### src/rtl/div_mod_pkg.sv
// Shared definitions for the iterative signed divider: controller states and mode encodings.
package div_mod_pkg;

  typedef enum logic [1:0] {
    IDLE = 2'd0,
    RUN  = 2'd1,
    FIX  = 2'd2,
    DONE = 2'd3
  } state_t;

  localparam logic MODE_QUOT = 1'b0;
  localparam logic MODE_REM  = 1'b1;

endpackage

### src/rtl/div_mod_step.sv
// One restoring-division step: shift in the next dividend bit, subtract the divisor if it fits.
module div_mod_step
  import div_mod_pkg::*;
#(
  parameter int DIVISOR_W = 16
) (
  input  logic [DIVISOR_W-1:0] rem_in,
  input  logic                 bit_in,
  input  logic [DIVISOR_W-1:0] dvs_mag,
  output logic [DIVISOR_W-1:0] rem_out,
  output logic                 q_bit
);

  logic [DIVISOR_W:0] shifted;
  logic [DIVISOR_W:0] diff;

  // rem_in < dvs_mag, so the shifted value needs one extra bit but the result never does
  assign shifted = {rem_in, bit_in};
  assign diff    = shifted - {1'b0, dvs_mag};
  assign q_bit   = (shifted >= {1'b0, dvs_mag});
  assign rem_out = q_bit ? diff[DIVISOR_W-1:0] : shifted[DIVISOR_W-1:0];

endmodule

### src/rtl/div_mod_iter.sv
// Iterative signed divider: one restoring step per cycle on operand magnitudes, then sign fix-up
// and quotient saturation; returns either the quotient or the remainder.
module div_mod_iter
  import div_mod_pkg::*;
#(
  parameter int DIVIDEND_W = 32,
  parameter int DIVISOR_W  = 16,
  parameter int OUT_W      = DIVISOR_W + 1
) (
  input  logic                         clk,
  input  logic                         reset,
  input  logic signed [DIVIDEND_W-1:0] dividend,
  input  logic signed [DIVISOR_W-1:0]  divisor,
  input  logic                         mode,
  input  logic                         valid_input,
  output logic                         in_ready,
  output logic                         valid_output,
  output logic signed [OUT_W-1:0]      final_output,
  output logic                         err_div0,
  output logic                         err_ovf
);

  localparam int CNT_W = $clog2(DIVIDEND_W + 1);

  localparam logic [DIVIDEND_W:0] POS_LIM =
    {{(DIVIDEND_W + 2 - OUT_W){1'b0}}, {(OUT_W - 1){1'b1}}};
  localparam logic [DIVIDEND_W:0] NEG_LIM = POS_LIM + 1'b1;
  localparam logic signed [OUT_W-1:0] OUT_MAX = {1'b0, {(OUT_W - 1){1'b1}}};
  localparam logic signed [OUT_W-1:0] OUT_MIN = {1'b1, {(OUT_W - 1){1'b0}}};

  state_t state, state_nxt;

  logic [CNT_W-1:0]      cnt;
  logic [DIVIDEND_W-1:0] dq;
  logic [DIVISOR_W-1:0]  dvs_mag;
  logic [DIVISOR_W-1:0]  rem;
  logic [DIVISOR_W-1:0]  rem_nxt;
  logic                  q_bit;
  logic                  neg_dvd;
  logic                  neg_dvs;
  logic                  mode_r;
  logic                  accept;
  logic                  last_step;

  // Magnitudes are unsigned, so the most negative operand maps to 2^(W-1) without wrapping
  function automatic logic [DIVIDEND_W-1:0] mag_dvd(input logic signed [DIVIDEND_W-1:0] x);
    return x[DIVIDEND_W-1] ? $unsigned(-x) : $unsigned(x);
  endfunction

  function automatic logic [DIVISOR_W-1:0] mag_dvs(input logic signed [DIVISOR_W-1:0] x);
    return x[DIVISOR_W-1] ? $unsigned(-x) : $unsigned(x);
  endfunction

  // Returns {overflow, saturated signed quotient}
  function automatic logic [OUT_W:0] sat_quot(input logic [DIVIDEND_W-1:0] mag,
                                              input logic                  neg);
    logic [DIVIDEND_W:0]      mag_x;
    logic signed [OUT_W-1:0]  val;
    mag_x = {1'b0, mag};
    if (!neg && (mag_x > POS_LIM)) return {1'b1, OUT_MAX};
    if (neg && (mag_x > NEG_LIM))  return {1'b1, OUT_MIN};
    val = OUT_W'(mag);
    if (neg) val = -val;
    return {1'b0, val};
  endfunction

  function automatic logic signed [OUT_W-1:0] fix_rem(input logic [DIVISOR_W-1:0] mag,
                                                      input logic                 neg);
    logic signed [DIVISOR_W:0] r;
    r = $signed({1'b0, mag});
    if (neg) r = -r;
    return OUT_W'(r);
  endfunction

  assign in_ready  = (state == IDLE);
  assign accept    = valid_input && in_ready;
  assign last_step = (cnt == CNT_W'(DIVIDEND_W - 1));

  div_mod_step #(
    .DIVISOR_W (DIVISOR_W)
  ) u_step (
    .rem_in  (rem),
    .bit_in  (dq[DIVIDEND_W-1]),
    .dvs_mag (dvs_mag),
    .rem_out (rem_nxt),
    .q_bit   (q_bit)
  );

  always_comb begin
    state_nxt = state;
    case (state)
      IDLE: if (accept) state_nxt = (divisor == '0) ? DONE : RUN;
      RUN:  if (last_step) state_nxt = FIX;
      FIX:  state_nxt = DONE;
      DONE: state_nxt = IDLE;
      default: state_nxt = IDLE;
    endcase
  end

  always_ff @(posedge clk) begin
    if (!reset) begin
      state        <= IDLE;
      cnt          <= '0;
      valid_output <= 1'b0;
      final_output <= '0;
      err_div0     <= 1'b0;
      err_ovf      <= 1'b0;
    end else begin
      state        <= state_nxt;
      valid_output <= (state_nxt == DONE);
      if (state == IDLE) cnt <= '0;
      else if (state == RUN) cnt <= cnt + 1'b1;
      // Result registers change only on the edge that enters DONE
      if (accept && (divisor == '0)) begin
        final_output <= '0;
        err_div0     <= 1'b1;
        err_ovf      <= 1'b0;
      end else if (state == FIX) begin
        err_div0 <= 1'b0;
        if (mode_r == MODE_REM) begin
          final_output <= fix_rem(rem, neg_dvd);
          err_ovf      <= 1'b0;
        end else begin
          {err_ovf, final_output} <= sat_quot(dq, neg_dvd ^ neg_dvs);
        end
      end
    end
  end

  // dq holds the unconsumed dividend bits and collects quotient bits from the bottom
  always_ff @(posedge clk) begin
    if (accept) begin
      dq      <= mag_dvd(dividend);
      dvs_mag <= mag_dvs(divisor);
      rem     <= '0;
      neg_dvd <= dividend[DIVIDEND_W-1];
      neg_dvs <= divisor[DIVISOR_W-1];
      mode_r  <= mode;
    end else if (state == RUN) begin
      dq  <= {dq[DIVIDEND_W-2:0], q_bit};
      rem <= rem_nxt;
    end
  end

endmodule

### config.mk
export PLATFORM = sky130hd
export DESIGN_NAME = div_mod_iter
export DESIGN_NICKNAME = d
export VERILOG_FILES = /design/src/rtl/div_mod_pkg.sv /design/src/rtl/div_mod_step.sv /design/src/rtl/div_mod_iter.sv
export SDC_FILE = /design/constraint.sdc
export NUM_CORES = 1
export LEC_CHECK = 0
export ABC_AREA = 1
export BUFFER_PORTS_ARGS = -buffer_cell sky130_fd_sc_hd__buf_4
export CAP_MARGIN = 20
export CORE_MARGIN = 2
export CORE_UTILIZATION = 50
export DETAILED_ROUTE_END_ITERATION = 8
export GPL_ROUTABILITY_DRIVEN = 0
export PLACE_DENSITY = 0.77
export SYNTH_ARGS = -nofsm -noshare
export SYNTH_HDL_FRONTEND = slang
export SYNTH_HIERARCHICAL = 1
export SYNTH_SLANG_ARGS = --single-unit
### constraint.sdc
create_clock -name clk -period 3.85 [get_ports clk]
set_input_delay 0.385 -clock clk [delete_from_list [all_inputs] [get_ports clk]]
set_output_delay 0.385 -clock clk [all_outputs]
set_load 0.005 [all_outputs]
==> results of run 1 <==
## power by group
group          leakage, uW  switching, uW  internal, uW
Combinational      0.00303            704           383
Clock             0.000149            419           485
Sequential        0.000862            109          1190
Total              0.00404           1230          2060
## routing by layer
metal  wire [um]  vias up  track usage [%]  part of all wire, %
met4         351        0             7.53                  1.9
met1        8310     3220             32.1                   45
met5           0        -                0                    0
met3        1160       23             3.82                  6.3
met2        8530      214             39.3                   46
li1            -     3686                -                    -
## per-stage QoR
step                      setup WS, ns  utilization, %  cells
after floorplan                   1.75               -   1107
after global placement            1.53            55.1   1342
after detailed placement          1.48            55.1   1342
after CTS                         1.47            57.2   1358
after global routing              1.18            57.2   1358
final                             1.41            57.2   1358
## area by class of cell
class,instances,area (um^2)
fill,1370,6150
multi-input combinational,823,4090
sequential,95,2410
inverter,164,618
timing repair buffer,76,571
clock buffer,10,250
tap,184,230
clock inverter,6,46.3
## cells by family after synthesis
group	Yosys count	synth area share, %
flops	95	33.3
buf+inv	189	10.4
xor+xnor	44	5.57
compound gates	135	9.76
fa+ha+maj	22	3.90
simple gates	622	37.1
## placed cells by master, fill, tap and decap left out, types with 2 or more instances in the layout
cell type  instances
nand2_1          310
inv_1            152
nor2_1           129
nand3_1           94
buf_4             76
o21ai_0           66
a21oi_1           51
edfxtp_1          51
dfxtp_1           44
xor2_1            36
ha_1              21
nand2_2           17
nand4_1           17
nor3_1            17
nand3b_1          10
clkbuf_16         10
inv_2              8
xnor2_1            7
nand3_2            6
nor2_2             5
a31oi_1            5
and2_1             4
nor4_1             4
or2_0              3
o21ai_1            3
clkinv_1           3
o31ai_1            3
inv_6              3
o211ai_1           2
inv_4              2
or2_2              2
## sequential cells by signal, indices dropped and copies added, names as in the netlist
| name | count |
|---|---|
| cnt | 6 |
| dq | 32 |
| dvs_mag | 16 |
| err_div0 | 1 |
| err_ovf | 1 |
| final_output | 17 |
| mode_r | 1 |
| neg_dvd | 1 |
| neg_dvs | 1 |
| rem | 16 |
| state | 2 |
| valid_output | 1 |
## worst max-delay path by stage
stage	start	endpoint	slack, ns	cells past startpoint
global placement	rem[13]	rem[11]	1.53	12
floorplan	state[0]	dq[0]	1.75	5
finish	rem[6]	rem[10]	1.41	12
global route	rem[13]	rem[12]	1.18	12
detailed placement	dvs_mag[7]	rem[4]	1.48	13
CTS	rem[13]	rem[10]	1.47	12
==> summary.md, run 1 <==
| Metric | Value |
|---|---|
| Peak supply drop | `0.279 mV` |
| DP Area | `7920 um^2` |
| Worst Clk Skew | `0.00851 ns` |
| Class of the worst hold path | `in2reg` |
| Io pins | `73` |
| Pre-antenna DRT Iters | `5` |
| Area leader, netlist | `edfxtp_1` |
| Core area | `14400 um^2` |
| Final instance area | `8220 um^2` |
| Crit-path leading delay family | `simple AND/OR/NAND/NOR gates` |
| MaxCap Viol Count | `0` |
| Synth top area cells | `edfxtp_1 21%, nand2_1 16%, dfxtp_1 12%, inv_1 7.9%, nor2_1 6.7%` |
| Area growth, synth to finish | `13.3%` |
| Cell area after synthesis | `7250 um^2` |
| Area share of the largest cell type after synthesis | `21.1%` |
| R2r setup slk | `1.41 ns` |
| YS warnings | `6` |
| Critical-path maximum fanout | `20` |
| Slew margin rel. | `50.9%` |
| Clock-pin slew on the worst setup and hold paths | `0.07 ns` |
| CTS buffer count | `9` |
| Final hold slack | `0.217 ns` |
| Final worst path period need | `2.44 ns` |
| Nets | `1243` |
| Setup TNS | `0 ns` |
| Gate Count Post-Synth | `1107` |
| Slowest cell on the critical path | `ha_1` |
| Diodes inserted | `0` |
| Critical Path AT | `2.67 ns` |
| DP Wirelength | `14400 um` |
| Synthesized area per cell | `6.55 um^2` |
| Vias in the first global route | `6580` |
| Hold-fix buffers, CTS | `0` |
| Final Cycle Share | `63.3%` |
| GRT Residual Overflow | `0` |
| Worst Path Required | `4.09 ns` |
| Drt via density | `5.26` |
| Port buffer count | `72` |
| Root Buffer | `clkbuf_16` |
| Power Density | `400 nW/um^2` |
| Post-CTS Resized | `0` |
| H-tree depth | `3` |
| Routed via count | `7143` |
| Slew Limit Fails | `0` |
| Proportion of synthesized chip area in sequential cells | `33.3%` |
| Top achievable clock speed | `0.410 GHz` |
| Critical Path Source Type | `flip-flop` |
| Syn Nets | `1181` |
| R2R Path Start | `rem[6]` |
| 1st-iter DRT viols | `461` |
| CP Buf/Inv Count | `1` |
| GRT Overall Usage | `23.8%` |
| Site Rows | `44` |
| Lkg Pwr | `0.00404 uW` |
| DIE AREA | `15500 um^2` |
| Clock Tree Buf Depth | `2` |
| Largest net degree at the start of global routing | `55` |
| Crit. End Element | `flip-flop` |
| Run status | `completed` |
| Synth Flop Type | `edfxtp_1` |
| RSZ-0062 raised after global routing | `false` |
| Crit Path Category | `reg2reg` |
| Antenna violations before repair | `0` |
| CTS tree | `done` |
| Global-route wire length before repair | `30600 um` |
| Most frequent cells after synthesis | `310 x nand2_1, 152 x inv_1, 129 x nor2_1, 94 x nand3_1, 66 x o21ai_0` |
| DIE WIDTH | `124 um` |
| Netlist cell types | `44` |
| Asr flop ratio synth | `0%` |
| Hold_sp | `divisor[0]` |
| Routed len/inst | `13.5 um` |
| Routed WL | `18400 um` |
| Overall power after layout | `3290 uW` |
| Worst Tran Pin Value | `0.736 ns` |
| Hold Crit Endpoint | `dvs_mag[0]` |
| Hold Path Depth | `1` |
| EDFF count, synth | `51` |
| Residual DRC | `0` |
| Depth of the most critical reg-to-reg path | `12` |
| Finish-stage setup viols | `0` |
| Die H | `124 um` |
| Layout cells sized above 1 | `11.4%` |
| Final hold viol count | `0` |
| Final ANT Viol Nets | `0` |
| Initial Utilization | `50.5%` |
| Count leader, synth | `nand2_1` |
| Sink Count | `95` |
| Clk Latency, worst-skew pair | `0.36 ns` |
| Slowest stage delay, CP | `0.41 ns` |
| Crit path cell chain | `ha_1, nand2_2, nor2_1, nand2_1, nor2_1, nor2_1, nand2_2, inv_2, nand2_1, nand2_1, o21ai_0, a21oi_1` |
| Setup Fix Bufs, Post-CTS | `0` |
| Post-synthesis register bit count | `95` |
| R2R Path End | `rem[10]` |
Note: power is estimated with default switching activity, not from simulation.
==> run 2: changes to the inputs <==
- ABC_AREA: 1 -> 0
- PLACE_DENSITY: 0.77 -> 0.78
- clock period: 3.85 -> 2.35 ns (I/O delays scaled with it)
==> summary.md, run 2 <==
| Metric | Value |
|---|---|
| Worst Path Required | `2.63 ns` |
| Slew margin rel. | `33.7%` |
| Crit-path leading delay family | `simple AND/OR/NAND/NOR gates` |
| Lkg Pwr | `0.00345 uW` |
| Crit path cell chain | `inv_2, ha_4, or4b_4, or4_4, a2111oi_4, a21o_1, buf_6, nand2_1, a31oi_1` |
| GRT Residual Overflow | `0` |
| Most frequent cells in the layout | `172 x buf_4, 104 x nand2_1, 51 x edfxtp_1` |
| Final worst path period need | `2.51 ns` |
| Die H | `118 um` |
| Count leader, synth | `nand2_1` |
| Peak supply drop | `0.362 mV` |
| Most frequent cells after synthesis | `116 x nand2_1, 51 x edfxtp_1, 46 x a21oi_1, 44 x dfxtp_1, 43 x xor2_1` |
| Post-synthesis register bit count | `95` |
| Routed len/inst | `16.3 um` |
| Power Density | `522 nW/um^2` |
| Run status | `complete, but fails checks` |
| MaxCap Viol Count | `0` |
| EDFF count, synth | `51` |
| Cell area after synthesis | `6550 um^2` |
| GRT Overall Usage | `24.4%` |
| Layout cells sized above 1 | `29.7%` |
| CP startpoint | `dq[1]` |
| Final hold viol count | `0` |
| Asr flop ratio synth | `0%` |
| DP Area | `7880 um^2` |
| CP Buf/Inv Count | `2` |
| Critical-path maximum fanout | `6` |
| Area growth, synth to finish | `29.3%` |
| Residual DRC | `0` |
| R2R Path Start | `dq[1]` |
| DIE WIDTH | `118 um` |
| Routed WL | `17600 um` |
| RSZ-0062 raised after global routing | `true` |
| Hold-fix buffers, CTS | `0` |
| Pre-antenna DRT Iters | `5` |
| Proportion of synthesized chip area in sequential cells | `36.8%` |
| Final Util | `66.6%` |
| Worst Clk Skew | `0.00595 ns` |
| Setup TNS | `-1.93 ns` |
| Clk Latency, worst-skew pair | `0.35 ns` |
| Biggest register | `dq` |
| Finish-stage setup viols | `26` |
| Slowest stage delay, CP | `0.45 ns` |
| Fillers | `1015` |
| Met1 Use GR | `32.6%` |
| Gr busiest metal | `met2` |
| Clock-pin slew on the worst setup and hold paths | `0.06 ns` |
| Final hold slack | `0.0788 ns` |
| Largest net degree at the start of global routing | `37` |
| Slew Limit Fails | `0` |
| Synthesized area per cell | `8.71 um^2` |
| Core area | `12700 um^2` |
| Netlist cell types | `71` |
| Area leader, netlist | `edfxtp_1` |
| Largest regs | `dq (32), final_output (17)` |
| Diodes inserted | `0` |
| Worst Tran Pin Value | `0.993 ns` |
| Drt via density | `5.71` |
| Vias in the first global route | `5791` |
| Gate Count Post-Synth | `752` |
| Final Cycle Share | `107%` |
| Final worst slack | `-0.164 ns` |
| Final instance area | `8470 um^2` |
| Failing checks | `negative setup slack` |
| Clock Tree Buf Depth | `2` |
| Syn Nets | `826` |
| Global-route wire length before repair | `27900 um` |
| Slowest cell on the critical path | `or4b_4` |
| Max FFs per register | `32` |
| Synth Flop Type | `edfxtp_1` |
| GRT met3 Usage | `3.76%` |
| H-tree depth | `3` |
| Crit. End Element | `flip-flop` |
| Area share of the largest cell type after synthesis | `23.4%` |
| Initial Utilization | `51.5%` |
| Sink Count | `95` |
| Setup WS pre-CTS | `-0.133 ns` |
| Port buffer count | `72` |
| Io pins | `73` |
| DIE AREA | `14000 um^2` |
| Critical Path Source Type | `flip-flop` |
| Final ANT Viol Nets | `0` |
| CTS buffer count | `9` |
| YS warnings | `6` |
| Top achievable clock speed | `0.398 GHz` |
| Synth top area cells | `edfxtp_1 23%, dfxtp_1 13%, nand2_1 6.6%, xor2_1 5.7%, xnor2_1 5.2%` |
| Routed via count | `6168` |
| Root Buffer | `clkbuf_16` |
| Met2 Use GR | `40.6%` |
| CTS tree | `done` |
| 1st-iter DRT viols | `409` |
| Site Rows | `41` |
| Leading cell type in the layout, fill and taps excluded | `buf_4` |
| Class of the worst hold path | `in2reg` |
| DP Wirelength | `12900 um` |
| Critical Path AT | `2.79 ns` |
| Antenna violations before repair | `0` |
| Hold_sp | `mode` |
| Nets | `978` |
| Crit Path Category | `reg2reg` |
-- run 2: cell count changes after synthesis, moves of 32 or more --
| cell | delta |
|---|---|
| nor2_1 | -101 |
| nand3_1 | -83 |
| xnor2_1 | +32 |
| inv_1 | -117 |
| o21ai_1 | +36 |
| nand2_1 | -194 |
-- run 2: logic make-up (layout without fill, tap and decap cells) --
family                   count (synthesis)  count (layout)  share of synthesized area, %
adder cells (fa/ha/maj)                 22              22                          4.32
multiplexers                            18              18                          3.44
AO/OA/AOI/OAI                          214             214                          21.2
AND/OR/NAND/NOR                        248             248                          18.6
buffers and inverters                   73             230                          4.70
XOR/XNOR                                82              82                          11.0
flip-flops                              95              95                          36.8
-- run 2: stage by stage --
stage	instances	power (uW)
final	1081	4420
after global routing	1081	4620
after CTS	1075	4370
after detailed placement	1055	3000
after global placement	1055	2970
after floorplan	752	2580
-- run 2: layout make-up --
| cell class | instances | area [um^2] | area share [%] |
|---|---|---|---|
| well taps | 172 | 215 | 2.54 |
| clock inverters | 4 | 21.3 | 0.251 |
| flip-flops and latches | 95 | 2410 | 28.5 |
| repair buffers | 177 | 1350 | 15.9 |
| clock buffers | 12 | 246 | 2.91 |
| repair inverters | 1 | 11.3 | 0.133 |
| inverters | 36 | 143 | 1.68 |
| multi-input cells | 584 | 4070 | 48.1 |
-- run 2: path summary, 6_finish.rpt --
check,end,slack (ns),cells past startpoint
setup / recovery,final_output[8],-0.16,9
setup reg to reg,final_output[8],-0.16,9
hold / removal,mode_r,0.08,1
hold reg to reg,final_output[2],0.51,2
-- run 2: report_power, final --
part / switching (uW) / internal (uW)
Combinational: 605 / 516
Sequential: 60.7 / 1890
Clock: 612 / 740
-- run 2: what timing repair did --
| item | 4_1_cts | 5_1_grt |
|---|---|---|
| setup endpoints to repair | 26 | 34 |
| setup buffers | 3 | 6 |
| gates resized for setup | 20 | 42 |
| cloned | 1 | 0 |
| pin swaps | 5 | 16 |
-- run 2: routing by layer --
metal | vias up | routed length, um
met3 | 28 | 933
met1 | 2896 | 7820
li1 | 3045 | -
met2 | 199 | 8480
met4 | 0 | 351
met5 | - | 0
